===== config.mk =====
export PLATFORM = sky130hd
export DESIGN_NAME = mem_write_tracer
export DESIGN_NICKNAME = d
export VERILOG_FILES = /design/src/rtl/mem_write_tracer.sv
export SDC_FILE = /design/constraint.sdc
export NUM_CORES = 1
export LEC_CHECK = 0
export CAP_MARGIN = 20
export CORE_ASPECT_RATIO = 1.2
export CORE_MARGIN = 4
export CORE_UTILIZATION = 53
export DETAILED_ROUTE_END_ITERATION = 10
export GPL_TIMING_DRIVEN = 0
export PLACE_DENSITY = 0.85
export REMOVE_ABC_BUFFERS = 1
export SKIP_LAST_GASP = 1
export SLEW_MARGIN = 20
export SYNTH_ARGS = -nofsm -noshare
export SYNTH_HDL_FRONTEND = slang
export SYNTH_SLANG_ARGS = --single-unit
export TNS_END_PERCENT = 30

===== constraint.sdc =====
create_clock -name CLK -period 10.3 [get_ports CLK]
set_input_delay 1.545 -clock CLK [delete_from_list [all_inputs] [get_ports CLK]]
set_output_delay 1.545 -clock CLK [all_outputs]
set_load 0.02 [all_outputs]

===== src/rtl/mem_write_tracer.sv =====
// Data-bus write tracer: classifies CPU data-memory writes into address windows,
// time-stamps matched writes into a FIFO drained over a valid/ready port, and keeps statistics.
module mem_write_tracer #(
    parameter int ADDR_W      = 32,
    parameter int DATA_W      = 32,
    parameter int NUM_REGIONS = 2,
    parameter int FIFO_DEPTH  = 16,
    parameter int STAMP_W     = 16,
    parameter int CNT_W       = 16,
    localparam int REG_W      = (NUM_REGIONS > 1) ? $clog2(NUM_REGIONS) : 1
) (
    input  logic                          CLK,
    input  logic                          RST,
    input  logic                          enable_i,
    input  logic                          clear_i,
    input  logic [NUM_REGIONS*ADDR_W-1:0] region_base_i,
    input  logic [NUM_REGIONS*ADDR_W-1:0] region_limit_i,
    input  logic                          stop_en_i,
    input  logic [ADDR_W-1:0]             stop_addr_i,
    input  logic [ADDR_W-1:0]             inst_addr_i,
    input  logic [ADDR_W-1:0]             wr_addr_i,
    input  logic [DATA_W-1:0]             wr_data_i,
    input  logic                          wr_en_i,
    output logic                          out_valid_o,
    input  logic                          out_ready_i,
    output logic [REG_W-1:0]              out_region_o,
    output logic [ADDR_W-1:0]             out_offset_o,
    output logic [DATA_W-1:0]             out_data_o,
    output logic [STAMP_W-1:0]            out_stamp_o,
    output logic [NUM_REGIONS*CNT_W-1:0]  region_cnt_o,
    output logic [CNT_W-1:0]              unmatched_cnt_o,
    output logic [CNT_W-1:0]              drop_cnt_o,
    output logic                          overflow_o,
    output logic [1:0]                    state_o,
    output logic                          done_o
);

    localparam int PTR_W = $clog2(FIFO_DEPTH);
    localparam int ENT_W = REG_W + ADDR_W + DATA_W + STAMP_W;

    typedef enum logic [1:0] {
        S_IDLE    = 2'b00,
        S_CAPTURE = 2'b01,
        S_STOPPED = 2'b10
    } state_t;

    state_t               state_q, state_d;
    logic [STAMP_W-1:0]   stamp_q, stamp_d;
    logic [PTR_W-1:0]     wr_ptr_q, wr_ptr_d, rd_ptr_q, rd_ptr_d;
    logic [PTR_W:0]       count_q, count_d;
    logic [CNT_W-1:0]     region_cnt_q [NUM_REGIONS];
    logic [CNT_W-1:0]     region_cnt_d [NUM_REGIONS];
    logic [CNT_W-1:0]     unmatched_q, unmatched_d;
    logic [CNT_W-1:0]     drop_q, drop_d;
    logic                 overflow_q, overflow_d;
    logic [ENT_W-1:0]     fifo_mem_q [FIFO_DEPTH];

    logic                 hit;
    logic [REG_W-1:0]     hit_idx;
    logic [ADDR_W-1:0]    hit_base;
    logic                 wr_valid, full, pop, push, drop;
    logic [ENT_W-1:0]     head;

    function automatic logic [CNT_W-1:0] sat_inc(input logic [CNT_W-1:0] v);
        return (&v) ? v : v + 1'b1;
    endfunction

    // Walk windows from highest to lowest so the lowest matching index wins.
    always_comb begin
        hit      = 1'b0;
        hit_idx  = '0;
        hit_base = '0;
        for (int k = NUM_REGIONS - 1; k >= 0; k--) begin
            if (region_base_i[k*ADDR_W +: ADDR_W] <= wr_addr_i &&
                wr_addr_i <= region_limit_i[k*ADDR_W +: ADDR_W]) begin
                hit      = 1'b1;
                hit_idx  = REG_W'(k);
                hit_base = region_base_i[k*ADDR_W +: ADDR_W];
            end
        end
    end

    assign wr_valid = (state_q == S_CAPTURE) && wr_en_i;
    assign full     = (count_q == (PTR_W+1)'(FIFO_DEPTH));
    assign pop      = (count_q != '0) && out_ready_i;
    assign push     = wr_valid && hit && (!full || pop);
    assign drop     = wr_valid && hit && !push;

    always_comb begin
        state_d      = state_q;
        stamp_d      = stamp_q;
        wr_ptr_d     = wr_ptr_q;
        rd_ptr_d     = rd_ptr_q;
        count_d      = count_q;
        region_cnt_d = region_cnt_q;
        unmatched_d  = unmatched_q;
        drop_d       = drop_q;
        overflow_d   = overflow_q;

        case (state_q)
            S_IDLE: begin
                if (enable_i) state_d = S_CAPTURE;
            end
            S_CAPTURE: begin
                stamp_d = stamp_q + 1'b1;
                if (stop_en_i && inst_addr_i == stop_addr_i) state_d = S_STOPPED;
            end
            S_STOPPED: ;
            default: state_d = S_IDLE;
        endcase

        if (push) wr_ptr_d = wr_ptr_q + 1'b1;
        if (pop)  rd_ptr_d = rd_ptr_q + 1'b1;
        if (push && !pop)      count_d = count_q + 1'b1;
        else if (pop && !push) count_d = count_q - 1'b1;

        for (int k = 0; k < NUM_REGIONS; k++) begin
            if (push && hit_idx == REG_W'(k)) region_cnt_d[k] = sat_inc(region_cnt_q[k]);
        end
        if (wr_valid && !hit) unmatched_d = sat_inc(unmatched_q);
        if (drop) begin
            drop_d     = sat_inc(drop_q);
            overflow_d = 1'b1;
        end

        // Flush overrides everything computed above.
        if (clear_i) begin
            state_d    = S_IDLE;
            stamp_d    = '0;
            wr_ptr_d   = '0;
            rd_ptr_d   = '0;
            count_d    = '0;
            for (int k = 0; k < NUM_REGIONS; k++) region_cnt_d[k] = '0;
            unmatched_d = '0;
            drop_d      = '0;
            overflow_d  = 1'b0;
        end
    end

    always_ff @(posedge CLK) begin
        if (!RST) begin
            state_q     <= S_IDLE;
            stamp_q     <= '0;
            wr_ptr_q    <= '0;
            rd_ptr_q    <= '0;
            count_q     <= '0;
            for (int k = 0; k < NUM_REGIONS; k++) region_cnt_q[k] <= '0;
            unmatched_q <= '0;
            drop_q      <= '0;
            overflow_q  <= 1'b0;
        end else begin
            state_q      <= state_d;
            stamp_q      <= stamp_d;
            wr_ptr_q     <= wr_ptr_d;
            rd_ptr_q     <= rd_ptr_d;
            count_q      <= count_d;
            region_cnt_q <= region_cnt_d;
            unmatched_q  <= unmatched_d;
            drop_q       <= drop_d;
            overflow_q   <= overflow_d;
        end
    end

    // Trace storage carries no reset; stale entries are masked by occupancy.
    always_ff @(posedge CLK) begin
        if (push) fifo_mem_q[wr_ptr_q] <= {hit_idx, wr_addr_i - hit_base, wr_data_i, stamp_q};
    end

    assign head         = fifo_mem_q[rd_ptr_q];
    assign out_valid_o  = (count_q != '0);
    assign out_stamp_o  = out_valid_o ? head[0 +: STAMP_W] : '0;
    assign out_data_o   = out_valid_o ? head[STAMP_W +: DATA_W] : '0;
    assign out_offset_o = out_valid_o ? head[STAMP_W+DATA_W +: ADDR_W] : '0;
    assign out_region_o = out_valid_o ? head[STAMP_W+DATA_W+ADDR_W +: REG_W] : '0;

    always_comb begin
        region_cnt_o = '0;
        for (int k = 0; k < NUM_REGIONS; k++) region_cnt_o[k*CNT_W +: CNT_W] = region_cnt_q[k];
    end

    assign unmatched_cnt_o = unmatched_q;
    assign drop_cnt_o      = drop_q;
    assign overflow_o      = overflow_q;
    assign state_o         = state_q;
    assign done_o          = (state_q == S_STOPPED);

endmodule


==> impl_metrics.tcl <==
set metrics [dict create \
    outcome "complete, no violations" \
    crit_path_start_kind "input port" \
    hold_path_class "register to register" \
    synth-edff-count 1296 \
    clock-sinks 1396 \
    post_cts_buffers 0 \
    fp.dieW_um 313 \
    pwr-share-clk_pct 38.1 \
    synth.top_cells.by_count "1296 x edfxtp_1, 405 x mux4_2, 173 x ha_1, 118 x inv_1" \
    path_buf_inv 3 \
    worstSkewPairLatency_ps 750 \
    avgViaCountPerCell 6.50 \
    setup.worst_path.end_class "register" \
    p_leak_uw 0.0230 \
    seq_power_share_pct 50.7 \
    grt_overflow 0 \
    total_power_uw 12700 \
    syn_to_final_growth_pct 19.9 \
    cts_tree "yes" \
    r2r_slack_ps 5970 \
    io_pins 413 \
    max-cap-violations 0 \
    ys_async_sr_fraction_pct 0 \
    fmax_mhz 114 \
    post-synth-top-count-cell "edfxtp_1" \
    ys_seq_area_share_pct 69.2 \
    crit_type "input port to register" \
    p_int_uw 9710 \
    drv_slew 0 \
    critPathTopFamily "compound AO/OA/AOI/OAI gates" \
    dieArea_um2 117000 \
    design.core.area_um2 110000 \
    powerDensity_nw_per_um2 180 \
    skew_ps 28.0 \
    postCtsHoldBufs 0 \
    antenna_found_initial 9 \
    peakVddDrop_v 0.000170 \
    drt_iter0_drc 4271 \
    required_ps 10720 \
    clock_path_buffers 3 \
    drive_above_1_share_pct 19.8 \
    wl_per_cell_um 31.0 \
    worstMarginPinSlew_ps 985 \
    yosysTopAreaCell "edfxtp_1" \
    min_period_over_period_pct 85.2 \
    detail-route-antenna-nets 0 \
    cts_made_buffers 132 \
    p_sw_uw 3040 \
    fillers 7148 \
    cp_cell_sequence "clkdlybuf4s50_1 -> ha_1 -> a21oi_1 -> o21ai_0 -> a221o_1 -> a2111oi_1 -> o22ai_1 -> o21ba_4 -> nor2_4 -> buf_16 -> a22o_1 -> inv_1 -> ha_1 -> nor2b_1 -> o31a_1 -> o32ai_1 -> a211oi_1 -> nor3_1 -> a21oi_1 -> a41oi_1 -> a21oi_1 -> xnor2_2" \
    synth_cells 3179 \
    initial_core_util_pct 53.7 \
    slew_headroom_pct 34.2 \
    gp_routability_congestion 0.873 \
    first_pass_iters 7 \
    rsz0062_at_grt "no" \
    utilization_pct 64.3 \
    hpwl_um 93800 \
    drcViolationCount 0 \
    p_comb_share_pct 11.2 \
    synth_cell_type_count 66 \
    port-buffer-count 412 \
    synth_seq_cells 1396 \
    drt-total-wl_um 163000 \
    avgSynthCellArea_um2 18.6 \
    critPathMaxFanout 48 \
    synth_ff_type "edfxtp_1" \
    synthDominantCellAreaShare_pct 65.8 \
    crit_top_cell "a21oi_1" \
    critPathMaxStageDelay_ps 880 \
    rows 133 \
    finalHoldViolations 0 \
    grt_pass1_vias 35700 \
    vias 34200 \
    layout.nets 4111 \
    crit_arrival_ps 9200 \
    clk_pin_slew_worst_paths_ps 60 \
    finalSetupTns_ps 0 \
    setup_viol 0 \
    cts_max_level 4 \
    placedInstanceArea_um2 66500 \
    period_needed_ps 8770 \
    yosys_warnings 0 \
    grt_use_total_pct 27.8 \
    ys_top_cells_by_area "edfxtp_1 66%, mux4_2 15%, ha_1 3.7%" \
    grt_pass1_wl_um 239000 \
    final_cell_area_um2 70900 \
    crit_slowest_cell "a2111oi_1" \
    ff_latch_area_um2 40900 \
    switching_share_pct 23.8 \
    multi_input_area_um2 17600 \
    grt_max_degree 69 \
    cts-root-buf "clkbuf_16" \
    synth_area_um2 59100 \
    whs_ps 489 \
    die_h_um 374 \
    cts_resized 0 \
]
-- per-layer routing --
metal | track usage (%) | wire length (µm) | share of wire, % | vias to the layer above
met2 | 47.3 | 83100 | 51 | 2516
met1 | 35.0 | 55900 | 34 | 17400
li1 | - | - | - | 13900
met3 | 5.91 | 17100 | 10 | 397
met5 | 0 | 0 | 0 | -
met4 | 11.1 | 7160 | 4.4 | 0
-- path summary, 6_finish.rpt --
| kind | startpoint | cells after the start | end |
|---|---|---|---|
| hold / removal | state_o[1] | 1 | state_o[0] |
| hold reg to reg | state_o[1] | 1 | state_o[0] |
| setup / recovery | wr_addr_i[17] | 22 | fifo_mem_q[5][79] |
| setup reg to reg | state_o[0] | 11 | count_q[4] |
-- state kept, by name (all words and copies together) (netlist names), named ones only --
signal,flops
fifo_mem_q,1296
rd_ptr_q,4
overflow_o,1
count_q,5
state_o,2
stamp_q,16
region_cnt_o,32
drop_cnt_o,16
wr_ptr_q,4
unmatched_cnt_o,16
-- layout make-up --
class                           instances  area share, %
Sequential cell                      1396           57.8
Multi-Input combinational cell       1531           24.8
Timing Repair Buffer                  494           8.22
Clock buffer                          161           4.98
Tap cell                             1485           2.62
Clock inverter                         75          0.959
Inverter                              118          0.625
Antenna cell                            7         0.0247
-- layout by cell type, fill, tap and decap left out, types with 35 or more instances in the layout --
master and n:
a21o_1 38, a21oi_1 103, and2_1 87, clkbuf_16 135, clkdlybuf4s50_1 412, dfxtp_1 96, edfxtp_1 1296, ha_1 173
inv_1 118, mux4_2 405, nand2_1 87, nand3_1 42, nand4_1 35, nor2_1 105, o21ai_0 43, xor2_1 53
-- stage by stage --
step,setup WS (ps),std cells
after floorplan,-5800,3045
after global placement,-12140,4942
after detailed placement,329,5024
after CTS,1070,5260
after global routing,966,5264
final,1530,5267
-- power by group through the flow --
stage	clock network (µW)	logic (µW)	registers, µW
3_5_place_dp	0	1360	6590
4_1_cts	4880	1390	6460
5_1_grt	5160	1540	6460
3_3_place_gp	0	1350	6640
6_report	4850	1430	6460
2_1_floorplan	0	792	6610
-- cells by family after synthesis --
logic type | count (synthesis) | share of synthesized area (%)
DFF | 1396 | 69.2
buffers and inverters | 252 | 1.62
AOI/OAI and AO/OA | 337 | 3.84
xor gates and xnor gates | 95 | 1.41
adders and majority gates | 175 | 3.73
muxes | 420 | 15.7
and+or+nand+nor | 504 | 4.50
Power figures use the tool's default switching activity.
